[src/rtl/user_io_input_conditioner.sv]
`default_nettype none
// ============================================================================
// Module      : user_io_input_conditioner
// Description : Conditions raw user I/O pins for the PIO input side. Each bit
//               is synchronised, debounced and edge-detected. Programmable
//               rising/falling edges set sticky capture flags, which drive a
//               maskable level interrupt. The registers sit behind an
//               Avalon-MM slave (2-bit word address, read latency 1).
// Revision    : 1.0 - initial release
// ============================================================================
module user_io_input_conditioner #(
   parameter int WIDTH           = 8,
   parameter int DEBOUNCE_CYCLES = 50000,
   parameter int CNT_W           = 16
) (
   input  logic              clk,
   input  logic              reset_n,
   input  logic [WIDTH-1:0]  pins_in,
   output logic [WIDTH-1:0]  debounced,
   input  logic [1:0]        address,
   input  logic              chipselect,
   input  logic              write_n,
   input  logic [31:0]       writedata,
   output logic [31:0]       readdata,
   output logic              irq
);

   // The fall-enable field lives in bits [31:16], so at most 16 bits of it
   // are addressable; any bits beyond that are never enabled.
   localparam int FE_W = (WIDTH > 16) ? 16 : WIDTH;

   // Counter value on the last cycle of a qualifying run of differing samples.
   localparam logic [CNT_W-1:0] C_CNT_LAST = CNT_W'(DEBOUNCE_CYCLES - 1);
   localparam logic [CNT_W-1:0] C_CNT_ONE  = CNT_W'(1);

   // Register map word addresses.
   localparam logic [1:0] C_ADDR_STATE  = 2'd0;
   localparam logic [1:0] C_ADDR_MASK   = 2'd1;
   localparam logic [1:0] C_ADDR_EDGE   = 2'd2;
   localparam logic [1:0] C_ADDR_ENABLE = 2'd3;

   // ------------------------------------------------------------------------
   // State
   // ------------------------------------------------------------------------
   logic [WIDTH-1:0] r_sync1;
   logic [WIDTH-1:0] r_sync2;
   logic [WIDTH-1:0] r_stable;
   logic [WIDTH-1:0] r_prev;
   logic [WIDTH-1:0] r_edge_capture;
   logic [WIDTH-1:0] r_irq_mask;
   logic [WIDTH-1:0] r_rise_en;
   logic [FE_W-1:0]  r_fall_en;
   logic [31:0]      r_readdata;
   logic             r_irq;

   // ------------------------------------------------------------------------
   // Combinational
   // ------------------------------------------------------------------------
   logic             w_write;
   logic             w_wr_mask;
   logic             w_wr_edge;
   logic             w_wr_enable;
   logic [WIDTH-1:0] w_clr;
   logic [WIDTH-1:0] w_fall_en;
   logic [WIDTH-1:0] w_event;
   logic [31:0]      w_rdata;
   logic             w_unused;

   assign w_write     = chipselect & ~write_n;
   assign w_wr_mask   = w_write && (address == C_ADDR_MASK);
   assign w_wr_edge   = w_write && (address == C_ADDR_EDGE);
   assign w_wr_enable = w_write && (address == C_ADDR_ENABLE);

   // Write-1-to-clear mask, only active on a write to the capture register.
   assign w_clr = w_wr_edge ? writedata[WIDTH-1:0] : '0;

   // Upper writedata bits are not used for every WIDTH.
   assign w_unused = ^writedata;

   // Widen the fall-enable field to WIDTH with unreachable bits held at 0.
   always_comb begin
      w_fall_en             = '0;
      w_fall_en[FE_W-1:0]   = r_fall_en;
   end

   // Qualified edge events on the debounced levels.
   assign w_event = (r_stable & ~r_prev & r_rise_en) |
                    (~r_stable & r_prev & w_fall_en);

   // ------------------------------------------------------------------------
   // Two-flop synchroniser per bit
   // ------------------------------------------------------------------------
   // Bring the asynchronous pin levels into the clk domain.
   always_ff @(posedge clk or negedge reset_n) begin
      if (!reset_n) begin
         r_sync1 <= '0;
         r_sync2 <= '0;
      end else begin
         r_sync1 <= pins_in;
         r_sync2 <= r_sync1;
      end
   end

   // ------------------------------------------------------------------------
   // Per-bit debounce: the synchronised level must differ from the stable
   // level for DEBOUNCE_CYCLES consecutive clocks before it is accepted. Any
   // reversion restarts the count from zero.
   // ------------------------------------------------------------------------
   for (genvar i = 0; i < WIDTH; i++) begin : g_debounce
      logic [CNT_W-1:0] r_cnt;
      logic             r_level;

      // Count consecutive disagreeing samples and adopt the new level at the limit.
      always_ff @(posedge clk or negedge reset_n) begin
         if (!reset_n) begin
            r_cnt   <= '0;
            r_level <= 1'b0;
         end else if (r_sync2[i] == r_level) begin
            r_cnt   <= '0;
         end else if (r_cnt == C_CNT_LAST) begin
            r_level <= r_sync2[i];
            r_cnt   <= '0;
         end else begin
            r_cnt   <= r_cnt + C_CNT_ONE;
         end
      end

      assign r_stable[i] = r_level;
   end

   assign debounced = r_stable;

   // ------------------------------------------------------------------------
   // Edge detection and sticky capture
   // ------------------------------------------------------------------------
   // Delay the stable levels by one clock and accumulate events; a new event
   // on the same cycle as a clear keeps the flag set.
   always_ff @(posedge clk or negedge reset_n) begin
      if (!reset_n) begin
         r_prev         <= '0;
         r_edge_capture <= '0;
      end else begin
         r_prev         <= r_stable;
         r_edge_capture <= (r_edge_capture & ~w_clr) | w_event;
      end
   end

   // ------------------------------------------------------------------------
   // Control registers
   // ------------------------------------------------------------------------
   // Software-writable interrupt mask.
   always_ff @(posedge clk or negedge reset_n) begin
      if (!reset_n) begin
         r_irq_mask <= '0;
      end else if (w_wr_mask) begin
         r_irq_mask <= writedata[WIDTH-1:0];
      end
   end

   // Software-writable rise/fall edge enables (rise in low half, fall in high half).
   always_ff @(posedge clk or negedge reset_n) begin
      if (!reset_n) begin
         r_rise_en <= '0;
         r_fall_en <= '0;
      end else if (w_wr_enable) begin
         r_rise_en <= writedata[WIDTH-1:0];
         r_fall_en <= writedata[16 +: FE_W];
      end
   end

   // ------------------------------------------------------------------------
   // Read path
   // ------------------------------------------------------------------------
   // Select the addressed register; unused upper bits read as zero.
   always_comb begin
      w_rdata = '0;
      case (address)
         C_ADDR_STATE:  w_rdata = 32'(r_stable);
         C_ADDR_MASK:   w_rdata = 32'(r_irq_mask);
         C_ADDR_EDGE:   w_rdata = 32'(r_edge_capture);
         C_ADDR_ENABLE: w_rdata = 32'(r_rise_en) | (32'(r_fall_en) << 16);
         default:       w_rdata = '0;
      endcase
   end

   // Register the read mux every clock so data follows the address by one cycle.
   always_ff @(posedge clk or negedge reset_n) begin
      if (!reset_n) begin
         r_readdata <= '0;
      end else begin
         r_readdata <= w_rdata;
      end
   end

   assign readdata = r_readdata;

   // ------------------------------------------------------------------------
   // Interrupt
   // ------------------------------------------------------------------------
   // Level interrupt from any unmasked captured edge.
   always_ff @(posedge clk or negedge reset_n) begin
      if (!reset_n) begin
         r_irq <= 1'b0;
      end else begin
         r_irq <= |(r_edge_capture & r_irq_mask);
      end
   end

   assign irq = r_irq;

endmodule
`default_nettype wire
[config.mk]
export PLATFORM = sky130hd
export DESIGN_NAME = user_io_input_conditioner
export DESIGN_NICKNAME = d
export VERILOG_FILES = /design/src/rtl/user_io_input_conditioner.sv
export SDC_FILE = /design/constraint.sdc
export NUM_CORES = 1
export LEC_CHECK = 0
export CAP_MARGIN = 10
export CORE_ASPECT_RATIO = 1.25
export CORE_MARGIN = 10
export CORE_UTILIZATION = 45
export DETAILED_ROUTE_END_ITERATION = 12
export PLACE_DENSITY = 0.77
export SLEW_MARGIN = 5
export SYNTH_ARGS = -nofsm -noshare
export SYNTH_HDL_FRONTEND = slang
export SYNTH_SLANG_ARGS = --single-unit
[constraint.sdc]
create_clock -name clk -period 1.63 [get_ports clk]
set_input_delay 0.326 -clock clk [delete_from_list [all_inputs] [get_ports clk]]
set_output_delay 0.326 -clock clk [all_outputs]
set_load 0.05 [all_outputs]
After elaboration in Yosys (flattened, before gate mapping)
Index checks and enable logic that the tools add are counted.
{ "totals": {"rom_bits": 0, "latchBits": 0, "n_memories": 0, "ramBits": 0, "out_inout_bits": 41, "reg_bits": 225} }
{ "op_classes": {"n_mul": 0, "reduce_logical": 13, "add_sub_neg": 8, "n_eq_ne": 19, "magnitude_cmp": 0, "shifts": 0, "div_mod_pow": 0, "n_mux": 18, "bitwise": 22} }
{ "op_table": {"columns": ["cell", "count"], "rows": [
  ["two-way mux 16 bit", 16],
  ["adder 16 x 1 -> 16 bit, second input constant", 8],
  ["equality test 16 bit, second input constant", 8],
  ["one-hot mux 32 bit (4 select lines)", 1],
  ["bitwise AND 8 bit", 6],
  ["NOT 8 bit", 3],
  ["bitwise OR 8 x 24 -> 24 bit", 1],
  ["bitwise OR 8 bit", 2],
  ["AND reduction 2 bit", 8],
  ["NOT 1 bit", 9],
  ["equality test 1 bit", 8],
  ["two-way mux 8 bit", 1],
  ["OR reduction 8 bit", 1],
  ["equality test 2 bit, second input constant", 2],
  ["logical AND 1 bit", 3],
  ["equality test 2 x 1 -> 1 bit, second input constant", 1],
  ["zero test 2 bit", 1],
  ["bitwise AND 1 bit", 1]
]} }

Logic depth before layout (Yosys ltp)
{ "logic_depth": {"word_depth": 7, "mapped_depth": 6, "depth_no_buf": 5} }

Least setup slack after synthesis
OpenSTA, ideal clock, no wires.
{ "synth_timing": {"kind": "register to register", "start": "register g_debounce[0].r_cnt[12]", "end": "register g_debounce[0].r_cnt[14]", "arrival_ns": 1.565, "setup_slack_ns": -0.053, "setup_ns": 0.119, "n_path_buf": 1, "stages_incl_launch_ff": 6, "t_required_ns": 1.511, "path_cell_list": "dfrtp_1 -> nor4b_1 -> nand3b_1 -> o41ai_4 -> buf_4 -> nor2_1"} }
{ "synth_via": {"elab_chain_cells": 3, "word_cells_on_any_way": 4, "classes_between": "add/sub: 1; eq/ne: 1; mux: 2"} }
{ "synth_rtl": {"columns": ["item", "line", "text"], "rows": [
  ["start, declared", "110", "logic [CNT_W-1:0] r_cnt;"],
  ["start signal, assigned", "124", "r_cnt <= r_cnt + C_CNT_ONE;"],
  ["adder 16 x 1 -> 16 bit or equality test 16 bit (tied branches)", "124, 120", null],
  ["two-way mux 16 bit (*)", "120", "end else if (r_cnt == C_CNT_LAST) begin"],
  ["two-way mux 16 bit (*)", "118", "end else if (r_sync2[i] == r_level) begin"]
]} }
Every way passes the cells marked *; elsewhere a longest branch is shown, timed or not.
A chain may end at the register's enable or synchronous reset.

Worst setup path in the final report
{ "layout_timing": {"start": "register g_debounce[0].r_cnt[12]", "end": "register g_debounce[0].r_level"} }
{ "layout_via": {"elab_chain_cells": 2} }
{ "layout_rtl": {"columns": ["item", "line", "text"], "rows": [
  ["equality test 16 bit", "120", null],
  ["AND reduction 2 bit (no line)", null, null],
  ["end signal, assigned", "121", "r_level <= r_sync2[i];"],
  ["end, declared", "111", "logic r_level;"]
]} }
No other way between the ends.

==> results.txt <==
Status: complete, no violations
FF-to-FF Start: g_debounce[0].r_cnt[12]$_DFF_PN0_
Core Region: 0.0207 mm2
Number of CTS-inserted buffers: 22
Most frequent cell after synthesis: dfrtp_1
Cell area after synthesis: 0.00941 mm2
Initial antenna violation count: 2
Die height: 182 um
# IOs: 87
MaxCap Viol Count: 0
Critical Path RT: 2.01 ns
Post-route DRC: 0
Pins Over Slew Limit: 0
Avg Cell Area, Syn: 11.1 um2
Initial Util: 45.5%
Via density: 5.25
Post-synth top cells: dfrtp_1 (209), nor2_1 (140), xnor2_1 (87)
Clk_skew: 0.00667 ns
Crit. End Element: flip-flop
GPL Wtd Cong: 0.901
Pwr Density: 1040 mW/mm2
Fin Setup TNS: 0 ns
Area Overhead vs Synth: 25.0%
Cells on worst reg2reg path: 4
PnR worst setup slack: 0.00455 ns
# clock sinks: 209
Worst Hold Launch: pins_in[4]
Crit. path cell count: 4
Clock transition at path regs: 0.06 ns
Root Driver: clkbuf_16
Global-route wire length before repair: 32.6 mm
Number of H-tree levels: 1
Tot Pwr: 0.0122 W
Final Hold Fails: 0
Largest net degree at the start of global routing: 47
Ys Warns: 0
DRT Wirelength: 19.5 mm
Clock Tree Buf Depth: 3
Synth top area cells: dfrtp_1 (56%), xnor2_1 (8.1%), nor2_1 (5.6%)
Antenna Nets Post-Route: 0
Post-synth top area share: 55.6%
Vias in the first global route: 6815
Worst Hold Depth: 1
1st-iter DRT viols: 326
Seq cells post-synth: 209
Final worst path period need: 1.63 ns
Worst Setup Path Type: reg2reg
FFs w/ async S/R, synth: 100%
NumNets Final: 1038
DP HPWL: 13.9 mm
Core Rows: 59
Reg2reg end: g_debounce[0].r_level$_DFFE_PN0P_
Unique masters post-synth: 40
Hold path endpoint: r_sync1[4]$_DFF_PN0_
Worst Path Arrival: 2.01 ns
Critical-path cell list: nor4b_2 -> nand3b_1 -> nor4_2 -> mux2_2
CP Launch Type: flip-flop
Buf+Inv Stages, Crit Path: 0
Largest delay share family, worst path: simple AND/OR/NAND/NOR gates
Via count: 6702
PortBufs: 54
Fill cell count: 1688
Max IR drop VDD: 0.000726 V
Crit-path max FO: 2
GRT Util Overall: 14.3%
CP max stage cell: dfrtp_1
CTS tree: built
Place WS: -0.287 ns
Setup violations, final: 0
DR WL/cell: 15.3 um
Total grt overflow: 0
Worst skew pair latency: 0.50 ns
Layout cell share with drive strength beyond 1: 18.3%
Fmax: 615 MHz
Register area share after synthesis: 55.6%
Worst Hold Class: in2reg
Synth Flop Type: dfrtp_1
Lkg Pwr: 5.07 nW
Die area: 0.0271 mm2
Die Span X: 149 um
Drt first pass iters: 5
Cell taking the most area after synthesis: dfrtp_1
Mapped Cells: 850
RSZ-0062 raised after global routing: true
Post-synth EDFFs: 0
Final worst-path cycle share: 99.7%
CP max stage delay: 0.40 ns
Worst reg-to-reg setup slack: 0.005 ns
-- cell usage in the layout (no fill, tap or decap), types with 11 or more instances in the layout --
| cell | Yosys | routed |
|---|---|---|
| dfrtp_1 | 209 | 209 |
| nor2_1 | 140 | 139 |
| buf_4 | 26 | 88 |
| xnor2_1 | 87 | 87 |
| nand2_1 | 55 | 54 |
| nand3_1 | 42 | 41 |
| nand4_1 | 36 | 36 |
| xor2_1 | 31 | 31 |
| clkdlybuf4s50_1 | 0 | 28 |
| nor3_1 | 26 | 26 |
| and3_1 | 24 | 24 |
| clkbuf_16 | 0 | 23 |
| inv_1 | 22 | 22 |
| nor4_1 | 28 | 21 |
| mux2_1 | 22 | 21 |
| buf_12 | 0 | 17 |
| conb_1 | 1 | 16 |
| mux2_2 | 10 | 11 |
-- final cells by class --
class	instances	area (um2)	area share, %
inverters	22	82.6	0.702
well taps	274	343	2.91
clock buffers	29	608	5.17
flip-flops and latches	209	5230	44.4
repair buffers	136	1320	11.2
multi-input cells	593	4000	34.0
diodes	3	7.51	0.0638
clock inverters	10	183	1.55
-- metrics by stage --
stage | hold slack, ns | cell area, um2 | cells | util (%)
3_3_place_gp | 0.257 | 10800 | 1222 | 52.2
6_report | 0.260 | 11800 | 1276 | 56.9
4_1_cts | 0.251 | 11600 | 1264 | 56.3
5_1_grt | 0.256 | 11800 | 1275 | 56.9
2_1_floorplan | 0.0304 | 9480 | 865 | -
3_5_place_dp | 0.255 | 10800 | 1222 | 52.2
-- state kept, by name (all words and copies together) (netlist names) --
signal              cells
readdata               16
g_debounce.r_level      8
r_fall_en               8
irq                     1
r_sync1                 8
r_prev                  8
r_sync2                 8
r_rise_en               8
r_edge_capture          8
r_irq_mask              8
g_debounce.r_cnt      128
-- cells by family (layout without fill, tap and decap cells) --
kind of cell / after synthesis / count (layout) / synth area share, %
xor gates and xnor gates: 118 / 118 / 11.0
adders and majority gates: 8 / 8 / 1.06
AOI/OAI and AO/OA: 19 / 19 / 1.91
other: 1 / 19 / 0.0398
and+or+nand+nor: 392 / 392 / 21.1
muxes: 40 / 40 / 5.74
DFF: 209 / 209 / 55.6
buffers and inverters: 63 / 197 / 3.59
-- metal layers --
| layer | wire (um) | global-route usage (%) | share of wire [%] |
|---|---|---|---|
| met1 | 8630 | 18.4 | 44 |
| met2 | 9800 | 24.0 | 50 |
| met3 | 722 | 2.09 | 3.7 |
| met4 | 384 | 4.76 | 2.0 |
| met5 | 0 | 0 | 0 |
-- power breakdown --
group / leakage (nW) / internal (W) / switching, W
logic: 1.90 / 0.000455 / 0.000688
registers: 2.79 / 0.00549 / 0.000233
clock network: 0.375 / 0.00342 / 0.00196
-- how the worst max path moves through the flow --
stage | to | startpoint | slack, ns
final | g_debounce[0].r_level$_DFFE_PN0P_ | g_debounce[0].r_cnt[12]$_DFF_PN0_ | 0.005
after global routing | g_debounce[0].r_cnt[3]$_DFF_PN0_ | g_debounce[0].r_cnt[12]$_DFF_PN0_ | -0.08
after CTS | g_debounce[2].r_cnt[15]$_DFF_PN0_ | g_debounce[2].r_cnt[10]$_DFF_PN0_ | 0.007
after detailed placement | r_irq_mask[3]$_DFFE_PN0P_ | address[0] | -0.29
after global placement | r_irq_mask[2]$_DFFE_PN0P_ | address[0] | -0.22
after floorplan | g_debounce[0].r_cnt[14]$_DFF_PN0_ | g_debounce[0].r_cnt[7]$_DFF_PN0_ | -0.01
-- what timing repair did --
action	CTS	global route
pin swaps	0	11
hold endpoints to repair	27	0
gates resized for setup	4	13
setup buffers	2	9
setup endpoints to repair	3	54
hold buffers	1	0
cloned	0	0
(Power assumes the default switching activity.)
